[src/rtl/sub_sat_stage.sv]
// sub_sat_stage: saturates an (n+1)-bit signed difference to n bits, flags
// clipped samples, and buffers them in a 2-entry skid buffer with a
// valid/ready handshake. Also keeps a saturating count of clipped samples.
module sub_sat_stage #(
    parameter int n  = 8,
    parameter int CW = 16
) (
    input  logic                clk,
    input  logic                rst,
    input  logic                in_valid,
    output logic                in_ready,
    input  logic signed [n:0]   in_diff,
    output logic                out_valid,
    input  logic                out_ready,
    output logic signed [n-1:0] out_data,
    output logic                out_ovf,
    input  logic                clr_count,
    output logic [CW-1:0]       ovf_count
);

    typedef enum logic [1:0] {
        EMPTY = 2'd0,
        ONE   = 2'd1,
        FULL  = 2'd2
    } state_t;

    localparam logic [CW-1:0] CNT_MAX = '1;

    state_t             state;
    state_t             state_next;
    logic               in_xfer;
    logic               out_xfer;
    logic               sat_ovf;
    logic signed [n-1:0] sat_data;
    logic signed [n-1:0] skid_data;
    logic               skid_ovf;
    logic               load_main;
    logic               load_skid;
    logic               move_skid;

    assign in_xfer  = in_valid & in_ready;
    assign out_xfer = out_valid & out_ready;

    // Overflow detection and clipping, done before either buffer entry is written.
    always_comb begin
        // NOTE: every signal written in always_comb gets a value on every path
        // (defaults first), otherwise synthesis infers a latch.
        sat_ovf  = in_diff[n] ^ in_diff[n-1];
        sat_data = in_diff[n-1:0];
        if (sat_ovf) begin
            if (in_diff[n]) begin
                sat_data = {1'b1, {(n-1){1'b0}}};
            end else begin
                sat_data = {1'b0, {(n-1){1'b1}}};
            end
        end
    end

    // Buffer state register.
    always_ff @(posedge clk) begin
        // NOTE: sequential state uses non-blocking assignments so every flop
        // samples pre-edge values regardless of block ordering.
        if (rst) begin
            state <= EMPTY;
        end else begin
            state <= state_next;
        end
    end

    // Next-state decode and buffer write enables.
    always_comb begin
        state_next = state;
        load_main  = 1'b0;
        load_skid  = 1'b0;
        move_skid  = 1'b0;
        case (state)
            EMPTY: begin
                if (in_xfer) begin
                    load_main  = 1'b1;
                    state_next = ONE;
                end
            end
            ONE: begin
                if (in_xfer && out_xfer) begin
                    load_main = 1'b1;
                end else if (in_xfer) begin
                    load_skid  = 1'b1;
                    state_next = FULL;
                end else if (out_xfer) begin
                    state_next = EMPTY;
                end
            end
            FULL: begin
                if (out_xfer) begin
                    move_skid  = 1'b1;
                    state_next = ONE;
                end
            end
            default: begin
                state_next = EMPTY;
            end
        endcase
    end

    // Handshake flags are registered so in_ready never depends on out_ready combinationally.
    always_ff @(posedge clk) begin
        if (rst) begin
            in_ready  <= 1'b1;
            out_valid <= 1'b0;
        end else begin
            in_ready  <= (state_next != FULL);
            out_valid <= (state_next != EMPTY);
        end
    end

    // Main (output) register: loaded from the input or from the skid entry.
    always_ff @(posedge clk) begin
        if (rst) begin
            out_data <= '0;
            out_ovf  <= 1'b0;
        end else if (load_main) begin
            out_data <= sat_data;
            out_ovf  <= sat_ovf;
        end else if (move_skid) begin
            out_data <= skid_data;
            out_ovf  <= skid_ovf;
        end
    end

    // Skid entry: captures the sample that arrives while main is stalled.
    always_ff @(posedge clk) begin
        // NOTE: the skid storage has no reset; its validity lives entirely in
        // the state register, so stale contents are never observable.
        if (load_skid) begin
            skid_data <= sat_data;
            skid_ovf  <= sat_ovf;
        end
    end

    // Saturating overflow event counter; clear wins over a same-cycle increment.
    always_ff @(posedge clk) begin
        if (rst || clr_count) begin
            ovf_count <= '0;
        end else if (in_xfer && sat_ovf && (ovf_count != CNT_MAX)) begin
            ovf_count <= ovf_count + 1'b1;
        end
    end

endmodule

[config.mk]
export PLATFORM = sky130hd
export DESIGN_NAME = sub_sat_stage
export DESIGN_NICKNAME = d
export VERILOG_FILES = /design/src/rtl/sub_sat_stage.sv
export SDC_FILE = /design/constraint.sdc
export NUM_CORES = 1
export LEC_CHECK = 0
export ABC_AREA = 1
export BUFFER_PORTS_ARGS = -buffer_cell sky130_fd_sc_hd__buf_2
export CAP_MARGIN = 20
export CORE_MARGIN = 2
export CORE_UTILIZATION = 54
export DETAILED_ROUTE_END_ITERATION = 12
export PLACE_DENSITY = 0.88
export REMOVE_ABC_BUFFERS = 1
export SKIP_CTS_REPAIR_TIMING = 1
export SYNTH_ARGS = -nofsm -noshare
export SYNTH_HDL_FRONTEND = slang
export SYNTH_SLANG_ARGS = --single-unit
[constraint.sdc]
create_clock -name clk -period 2.3 [get_ports clk]
set_clock_uncertainty 0.15 [all_clocks]
set_input_delay 0.115 -clock clk [delete_from_list [all_inputs] [get_ports clk]]
set_output_delay 0.115 -clock clk [all_outputs]
set_load 0.02 [all_outputs]
# == Word-level counts from Yosys, hierarchy flattened ==
# Index checks and enable logic that the tools add are counted.
# totals
out_inout_bits,27
register_bits,38
in_bits,14
word_cells,42
# classes
n_bitwise,3
n_addsub,1
mux,19
n_eq_ne,4
reduce_logical,7
# op_table
cell,n
$mux 8,4
$add 16x1->16 const B,1
$ne 16x16->1 const B,1
$mux 2,5
$mux 1,8
$pmux 2 s3,1
$reduce_bool 2->1,2
$logic_and 1x1->1,3
$and 1x1->1,2
$eq 2x1->1 const B,1
$eq 2x2->1 const B,1
$logic_not 2->1,1
$ne 2x2->1 const B,1
$pmux 1 s2,1
$logic_or 1x1->1,1
$xor 1x1->1,1

# == Depth between registers and ports, before layout ==
# Gate-level depths: netlist of run 1.
# logic_depth
depth_word,6
mapped_depth,9
depth_no_buf,9

# == Least setup slack after synthesis of run 1 ==
# OpenSTA, ideal clock, no wires.
# synth_path
path_kind,reg2reg
from,register ovf_count[0]
to,register ovf_count[11]
n_path_buf,1
period_less_slack_ps,1783
path_stages_with_launch,10
required_ps,2026
path_slack_ps,517
arrival_time_ps,1509
setup_time_ps,124
cell_sequence,dfxtp_1 ha_1 inv_1 nor2_2 nand2_2 nor2_2 nor2_4 buf_6 nand2_1 a21oi_2
# synth_between
elab_chain_cells,2
elab_cells_between_ends,3
classes_between,add/sub (1); eq/ne (1); reduce/logical (1)
# synth_rtl
item,line_no,text
from (decl),18,output logic [CW-1:0] ovf_count
from (signal assigned),145,ovf_count <= ovf_count + 1'b1;
branches (longest 2 deep; another with $add 16x1->16),-,
# Several ways; the timed one is not identified.
# A chain may end at the register's enable or synchronous reset.

# == Worst setup path after layout of run 1 ==
# layout_path
from,register ovf_count[0]
to,register ovf_count[3]
# The elaborated chain is that of the path after synthesis.

==> results of run 1 <==
==> per-stage QoR <==
| stage | util [%] | cell area (um2) |
|---|---|---|
| after floorplan | - | 1900 |
| after global placement | 64.1 | 2170 |
| after detailed placement | 64.1 | 2170 |
| after CTS | 65.9 | 2230 |
| after global routing | 68.5 | 2320 |
| final | 68.5 | 2320 |
==> flip-flops by register name (all words and copies together), names as in the netlist <==
name       flops
in_ready       1
out_data       8
out_ovf        1
out_valid      1
ovf_count     16
skid_data      8
skid_ovf       1
state          2
==> cells in the mapped netlist (4+ instances only) <==
cell type  instances
a21oi_2           10
nand4_1            7
a31oi_1            4
o221ai_1           5
dfxtp_1           29
nand3_1           11
nor2_2             5
nand2_1           69
edfxtp_1           9
a21oi_1            8
nand2_2            7
nor2_1            33
inv_1             30
==> power by group <==
group / total [W] / switching, W / internal, W
sequential: 0.000739 / 0.0000174 / 0.000722
combinational: 0.000223 / 0.000146 / 0.0000770
clock: 0.000364 / 0.000214 / 0.000151
total: 0.00133 / 0.000377 / 0.000950
==> area by class of cell <==
type                       count  share of cell area [%]
inverter                      31                    5.01
tap                           46                    2.48
multi-input combinational    179                    40.2
timing repair buffer          51                    13.1
clock buffer                   8                    2.53
sequential                    38                    36.6
==> worst max-delay path: stages, from the launching register on <==
cell and delay [ps]:
dfxtp_1 460, ha_1 320, inv_1 80, nor2_2 120, nand2_2 110, o21ai_4 380
nand2_1 130, a21oi_2 160
==> logic make-up after synthesis <==
group           after synthesis  synth area share (%)
compound gates               32                  12.1
xor+xnor                      6                  2.71
fa+ha+maj                     3                  1.94
buf+inv                      35                  7.88
flops                        38                  43.9
simple gates                138                  31.4
==> worst paths after layout <==
| kind | from | to | slack, ps | cells past startpoint |
|---|---|---|---|---|
| worst min register to register | out_data[3] | out_data[3] | 340 | 2 |
| worst min-delay path | out_ready | state[1] | 10 | 4 |
| worst max register to register | ovf_count[0] | ovf_count[3] | 320 | 7 |
| worst max-delay path | ovf_count[0] | ovf_count[3] | 320 | 7 |
==> routing by layer <==
metal  wire [um]  GRT usage (%)  vias to the layer above
met5           0              0                        -
met2        2260           38.9                       58
met1        2000           27.7                      866
met4          66           8.70                        0
met3         229           3.70                       11
li1            -              -                      923
==> flow_summary.toml, run 1 <==
[run_status]
status = "completed"

[sta]
worst_pin_slew_ps = 591
grt_setup_unrepaired = "false"
post-route-period-util_pct = 86.2
holdWs_ps = 11.3
min_period_ps = 1980
tns_ps = 0
setup_ws_ps = 317
hold_violations = 0
slew_headroom_pct = 60.6
fmax_mhz = 504
finalSetupViolCount = 0
finalMaxSlewViolations = 0

[job]
maxCapViolCount = 0

[critical_path]
cp_data_required_time_ps = 2420
arrival_ps = 2100
criticalPathCategory = "reg2reg"
cp-end-kind = "flip-flop"
worstPathMaxFanout = 12
cp-start-kind = "flip-flop"

[logic_synthesis]
synth_top_cell_by_area = "dfxtp_1"
ys_async_sr_fraction_pct = 0
ys_types = 28
synth_top_area_share_pct = 30.0
synth_edf_count = 9
ys_warn_count = 0
ys_seq_area_share_pct = 43.9
netlist_area_um2 = 1940
syn_avg_cell_area_um2 = 7.69
synth_ff_type = "dfxtp_1"
synthCells = 252
synth_seq_cells = 38
synthTopCellsByArea = "dfxtp_1 30%, edfxtp_1 14%, nand2_1 13%"

[global_route]
grt_pass1_wl_um = 7280
grtUsageTotal_pct = 22.4
first_global_vias = 1730
grt_start_max_net_pins = 18
grt_overflow_total = 0
grt_antenna_before_repair = 0

[clocking]
cts.clk_slew.worst_paths_ps = 110
htreeDepth = 2
cts.sinks = 38
cts_buffers = 5
cts-root-buf = "clkbuf_4"
cts_tree = "built"
clockBufferDepth = 2
clk_latency_ps = 350

[detailed_routing]
vias_per_cell = 5.26
wl_per_cell_um = 12.9
drtIter0Drc = 138
first_pass_iters = 4
antenna_left = 0
vias = 1858
wl_um = 4560
drc = 0

[finish]
finalNonFillerCells = 353
layout_commonest_cell = "nand2_1"
final_cell_mix = "69 x nand2_1, 40 x buf_2, 33 x nor2_1, 30 x inv_1, 29 x dfxtp_1"
layout.area.seq_um2 = 851
area_growth_syn_to_layout_pct = 19.9
multi_input_area_um2 = 933
fillCellCount = 267
nets = 323
n_antenna_cell = 0
drive_gt1_share_pct = 24.8

[die]
num_rows = 21
boundaryPins = 41
core_um2 = 3390
fp.dieW_um = 63.9
die_area_um2 = 4080
die_h_um = 63.9
initial_core_util_pct = 57.1

[power_and_ir_drop]
finalPower_w = 0.00133
power.density_nw_per_um2 = 571
p_leak_nw = 1.02
ir_drop_uv = 360

[place]
placed_cells = 336
port_buffers = 40
post-dp-hpwl_um = 3230
place.gp.congestion = 0.825
pre_cts_ws_ps = 414

[worst_hold_path]
hold_class = "in2reg"
(Power assumes the default switching activity.)
==> inputs of run 2 (changes only) <==
--- a/config.mk
+++ b/config.mk
@@ -11,6 +11,7 @@
 export CORE_MARGIN = 2
 export CORE_UTILIZATION = 54
 export DETAILED_ROUTE_END_ITERATION = 12
+export MAX_ROUTING_LAYER = met4
 export PLACE_DENSITY = 0.88
 export REMOVE_ABC_BUFFERS = 1
 export SKIP_CTS_REPAIR_TIMING = 1
==> run 2 against run 1 <==
Net effect:
- via count fell by 0.75%
- critical path depth did not move
- largest power group unchanged
- cell count did not move
- maximum frequency barely moved
- highest routed layer unchanged
- flip-flop and latch count did not move
==> flow_summary.toml, run 2 (synthesis gave the netlist of run 1 again) <==
[finish]
n_antenna_cell = 0
nets = 323
layout_commonest_cell = "nand2_1"
finalInstanceArea_um2 = 2320
fillCellCount = 267
multi_input_area_um2 = 933
regMostFlops = "ovf_count"
layout.area.seq_um2 = 851
drive_gt1_share_pct = 24.8
final_cell_mix = "69 x nand2_1, 40 x buf_2, 33 x nor2_1, 30 x inv_1, 29 x dfxtp_1"
largest_register_ffs = 16
reg_top3 = "ovf_count: 16 flops, out_data: 8 flops, skid_data: 8 flops"
area_growth_syn_to_layout_pct = 19.9

[place]
dpl_cell_area_um2 = 2170
post-dp-hpwl_um = 3230
port_buffers = 40
place.gp.congestion = 0.838
pre_cts_ws_ps = 414

[global_route]
met3_usage_pct = 3.70
grt_antenna_before_repair = 0
grt_start_max_net_pins = 18
top_usage_layer = "met2"
grt_overflow_total = 0
grtUsageTotal_pct = 23.1
first_global_vias = 1728
met1_usage_pct = 27.8
grt_pass1_wl_um = 7300
grt.met2_usage_pct = 38.9

[die]
die_area_um2 = 4080
initial_core_util_pct = 57.1
boundaryPins = 41
num_rows = 21
fp.dieW_um = 63.9
die_h_um = 63.9
core_um2 = 3390

[clocking]
cts_tree = "built"
clk_latency_ps = 350
cts_buffers = 5
htreeDepth = 2
cts.clk_slew.worst_paths_ps = 110
clockBufferDepth = 2
cts.sinks = 38
cts-root-buf = "clkbuf_4"

[sta]
grt_setup_unrepaired = "false"
setup_ws_ps = 317
fmax_mhz = 504
slew_headroom_pct = 61.1
hold_violations = 0
worst_pin_slew_ps = 583
min_period_ps = 1980
tns_ps = 0
finalSetupViolCount = 0
post-route-period-util_pct = 86.2
finalMaxSlewViolations = 0

[power_and_ir_drop]
power.density_nw_per_um2 = 571
p_leak_nw = 1.02
finalPower_w = 0.00133
ir_drop_uv = 360

[critical_path]
criticalPathCategory = "reg2reg"
r2r_slack_ps = 320
arrival_ps = 2100
ff2ff_path_depth = 7
worstPathMaxFanout = 12
cp-endpoint = "ovf_count[3]"
reg2reg_from = "ovf_count[0]"
startpoint = "ovf_count[0]"
cp_data_required_time_ps = 2420
cp-start-kind = "flip-flop"
cp-end-kind = "flip-flop"
timing.rr.end = "ovf_count[3]"

[detailed_routing]
drtIter0Drc = 152
first_pass_iters = 4
vias = 1844
vias_per_cell = 5.22
wl_per_cell_um = 12.9
wl_um = 4560
antenna_left = 0
drc = 0

[worst_hold_path]
hold_class = "in2reg"

[job]
maxCapViolCount = 0

[run_status]
status = "completed"
[run 2: cell counts in the layout (fill, tap and decap cells not counted)]
Identical to the previous run, type by type.
[run 2: per-layer routing]
| layer | vias to the layer above | routed length [um] |
|---|---|---|
| met3 | 9 | 207 |
| met4 | 0 | 61 |
| li1 | 923 | - |
| met2 | 52 | 2270 |
| met5 | - | 0 |
| met1 | 860 | 2020 |
[run 2: cell type report]
type                            instances  share of cell area, %
Sequential cell                        38                   36.6
Multi-Input combinational cell        179                   40.2
Inverter                               31                   5.01
Clock buffer                            8                   2.53
Timing Repair Buffer                   51                   13.1
Tap cell                               46                   2.48
[run 2: power breakdown]
group,internal (W),switching [W],leakage [nW]
clock,0.000151,0.000213,0.0326
combinational,0.0000770,0.000146,0.664
sequential,0.000722,0.0000175,0.319
[run 2: worst min path at each step]
| stage | end | depth (start not counted) | from |
|---|---|---|---|
| 6_report | state[1] | 4 | out_ready |
| 5_1_grt | state[1] | 4 | out_ready |
| 4_1_cts | out_data[0] | 2 | rst |
| 3_5_place_dp | out_data[0] | 2 | rst |
| 3_3_place_gp | out_data[0] | 2 | rst |
| 2_1_floorplan | out_data[0] | 1 | rst |
[run 2: critical path, stage by stage, from the launching register on]
cell and delay, ps:
dfxtp_1 460, ha_1 320, inv_1 80, nor2_2 120, nand2_2 110, o21ai_4 380
nand2_1 120, a21oi_2 160
[run 2: per-stage QoR]
step / std cells / util [%] / hold slack (ps)
after floorplan: 248 / - / 34.4
final: 353 / 68.5 / 11.2
after global placement: 336 / 64.1 / 250
after CTS: 344 / 65.9 / -126
after detailed placement: 336 / 64.1 / 251
after global routing: 353 / 68.5 / 48.4
==> inputs of run 3 (changes only) <==
--- a/config.mk
+++ b/config.mk
@@ -5,11 +5,10 @@
 export SDC_FILE = /design/constraint.sdc
 export NUM_CORES = 1
 export LEC_CHECK = 0
-export ABC_AREA = 1
 export BUFFER_PORTS_ARGS = -buffer_cell sky130_fd_sc_hd__buf_2
 export CAP_MARGIN = 20
 export CORE_MARGIN = 2
-export CORE_UTILIZATION = 54
+export CORE_UTILIZATION = 53
 export DETAILED_ROUTE_END_ITERATION = 12
 export MAX_ROUTING_LAYER = met4
 export PLACE_DENSITY = 0.88
==> run 3 against run 2 <==
Net effect:
- critical endpoint is now ovf_count[13]
- clock power shrank 8.5%
- combinational power hardly changed
- largest cell class is now registers
- critical path type unchanged
- first-iteration DRC count increased by 24%
- routed wire length down 7.1%
- cell count is 16% lower
- core utilization fell by 2.0 points
- synthesized cell count down 22%
- worst setup slack gained 40 ps
- cell area down 6.0%
- critical path depth fell by 3
- worst hold slack better by 13 ps
==> flow_summary.toml, run 3 <==
[power_and_ir_drop]
ir_drop_uv = 378
p_int_w = 0.000928
comb_power_share_pct = 16.9
p_clk_share_pct = 25.6
power_frac_seq_pct = 57.4
power.density_nw_per_um2 = 596
finalPower_w = 0.00130
switching_share_pct = 28.6
p_leak_nw = 0.909
switchingPower_w = 0.000372

[global_route]
grt_antenna_before_repair = 0
grtUsageTotal_pct = 22.6
grt_start_max_net_pins = 17
grt_overflow_total = 0
first_global_vias = 1375
grt_pass1_wl_um = 6150

[clocking]
cts_buffers = 5
cts.sinks = 38
cts-root-buf = "clkbuf_4"
clk_latency_ps = 340
cts.clk_slew.worst_paths_ps = 120
htreeDepth = 2
cts_tree = "built"
clockBufferDepth = 2

[logic_synthesis]
synth_top_cell_by_area = "dfxtp_1"
netlist_area_um2 = 1790
ys_seq_area_share_pct = 47.6
netlist_top_cells_count = "29 x dfxtp_1, 23 x a21oi_1, 19 x nor2_1, 13 x o21ai_0, 12 x or3_1"
ys_warn_count = 0
ys_types = 43
synth_edf_count = 9
syn_avg_cell_area_um2 = 9.12
synth_top_area_share_pct = 32.5
synth.most_common_cell = "dfxtp_1"
synth_ff_type = "dfxtp_1"
synthTopCellsByArea = "dfxtp_1 32%, edfxtp_1 15%, a21oi_1 6.4%"
ys_async_sr_fraction_pct = 0
synth_seq_cells = 38
synthCells = 196

[finish]
drive_gt1_share_pct = 24.9
reg_top3 = "ovf_count: 16 flops, out_data: 8 flops, skid_data: 8 flops"
layout_commonest_cell = "buf_2"
largest_register_ffs = 16
final_cell_mix = "40 x buf_2, 29 x dfxtp_1, 23 x a21oi_1, 19 x nor2_1, 13 x o21ai_0"
regMostFlops = "ovf_count"
n_antenna_cell = 0
area_growth_syn_to_layout_pct = 22.2
fillCellCount = 261
nets = 265

[critical_path]
arrival_ps = 2080
path_cells = "nand4_2, or3_4, or4_1, a21oi_1"
cp_slowest_cell = "or3_4"
cp-start-kind = "flip-flop"
max_stage_delay_ps = 480
cp_data_required_time_ps = 2430
criticalPathCategory = "reg2reg"
cp-end-kind = "flip-flop"
timing.rr.end = "ovf_count[13]"
worstPathMaxFanout = 12
startpoint = "ovf_count[6]"
r2r_slack_ps = 360
ff2ff_path_depth = 4
reg2reg_from = "ovf_count[6]"

[sta]
slew_headroom_pct = 58.8
hold_violations = 0
grt_setup_unrepaired = "false"
tns_ps = 0
finalMaxSlewViolations = 0
worst_pin_slew_ps = 612
post-route-period-util_pct = 84.5
fmax_mhz = 515
min_period_ps = 1940
finalSetupViolCount = 0

[die]
num_rows = 21
initial_core_util_pct = 54.4
boundaryPins = 41
die_area_um2 = 3850
fp.dieW_um = 62.1
die_h_um = 62.1
core_um2 = 3280

[detailed_routing]
wl_per_cell_um = 14.4
vias_per_cell = 5.85
drtIter0Drc = 189
drc = 0
antenna_left = 0
vias = 1725
wl_um = 4240
first_pass_iters = 4

[place]
post-dp-hpwl_um = 2670
port_buffers = 40
place.gp.congestion = 0.836

[job]
maxCapViolCount = 0

[worst_hold_path]
worst_hold_path.endpoint = "skid_data[7]"
hold_class = "in2reg"
hp-start = "in_diff[7]"
holdPathStages = 4

[run_status]
status = "completed"
==> run 3: critical path: cells and delay by family, from the launching register on <==
family,cells,cell delay (ps)
and+or+nand+nor,3,1150
DFF,1,440
AOI/OAI and AO/OA,1,140
==> run 3: layout make-up <==
class,count,area (um2),area share [%]
Clock buffer,6,41.3,1.89
Clock inverter,2,10.0,0.458
Inverter,11,41.3,1.89
Multi-Input combinational cell,137,847,38.8
Sequential cell,38,851,39.0
Tap cell,46,57.6,2.64
Timing Repair Buffer,55,335,15.4
==> run 3: kinds of logic (layout without fill, tap and decap cells) <==
| family | count (synthesis) | count (layout) | synth area share [%] |
|---|---|---|---|
| AO/OA/AOI/OAI | 59 | 59 | 20.7 |
| adder cells (fa/ha/maj) | 3 | 3 | 2.10 |
| buffers and inverters | 21 | 74 | 4.97 |
| flip-flops | 38 | 38 | 47.6 |
| multiplexers | 4 | 4 | 2.38 |
| AND/OR/NAND/NOR | 71 | 71 | 22.3 |
==> run 3: per-layer routing <==
layer  part of all wire, %  global-route usage, %  up-vias
met1                    44                   29.8      807
met3                   5.5                   6.21        9
met2                    49                   33.3       68
met5                     0                      -        -
met4                   1.4                   7.60        0
li1                      -                      -      841
==> run 3: per-stage QoR <==
| stage | cells | worst slack, ps | util (%) | cell area, um2 | hold slack (ps) |
|---|---|---|---|---|---|
| floorplan | 186 | 193 | - | 1740 | 34.1 |
| global placement | 278 | 277 | 62.2 | 2040 | 257 |
| detailed placement | 278 | 258 | 62.2 | 2040 | 256 |
| CTS | 286 | 353 | 63.7 | 2090 | -108 |
| global route | 295 | 193 | 66.5 | 2180 | 34.9 |
| finish | 295 | 356 | 66.5 | 2180 | 23.7 |
==> run 3: worst max-delay path by stage <==
stage / slack, ps / to / cells after the start
finish: 360 / ovf_count[13] / 4
global route: 190 / ovf_count[8] / 4
CTS: 350 / ovf_count[13] / 4
detailed placement: 260 / out_data[3] / 7
global placement: 280 / ovf_count[13] / 7
floorplan: 190 / ovf_count[3] / 5
==> run 3: power by group through the flow <==
stage	logic [W]	registers (W)	clock network, W
finish	0.000220	0.000747	0.000333
global route	0.000242	0.000752	0.000372
CTS	0.000203	0.000745	0.000337
detailed placement	0.000202	0.000760	0
global placement	0.000196	0.000757	0
floorplan	0.0000969	0.000786	0
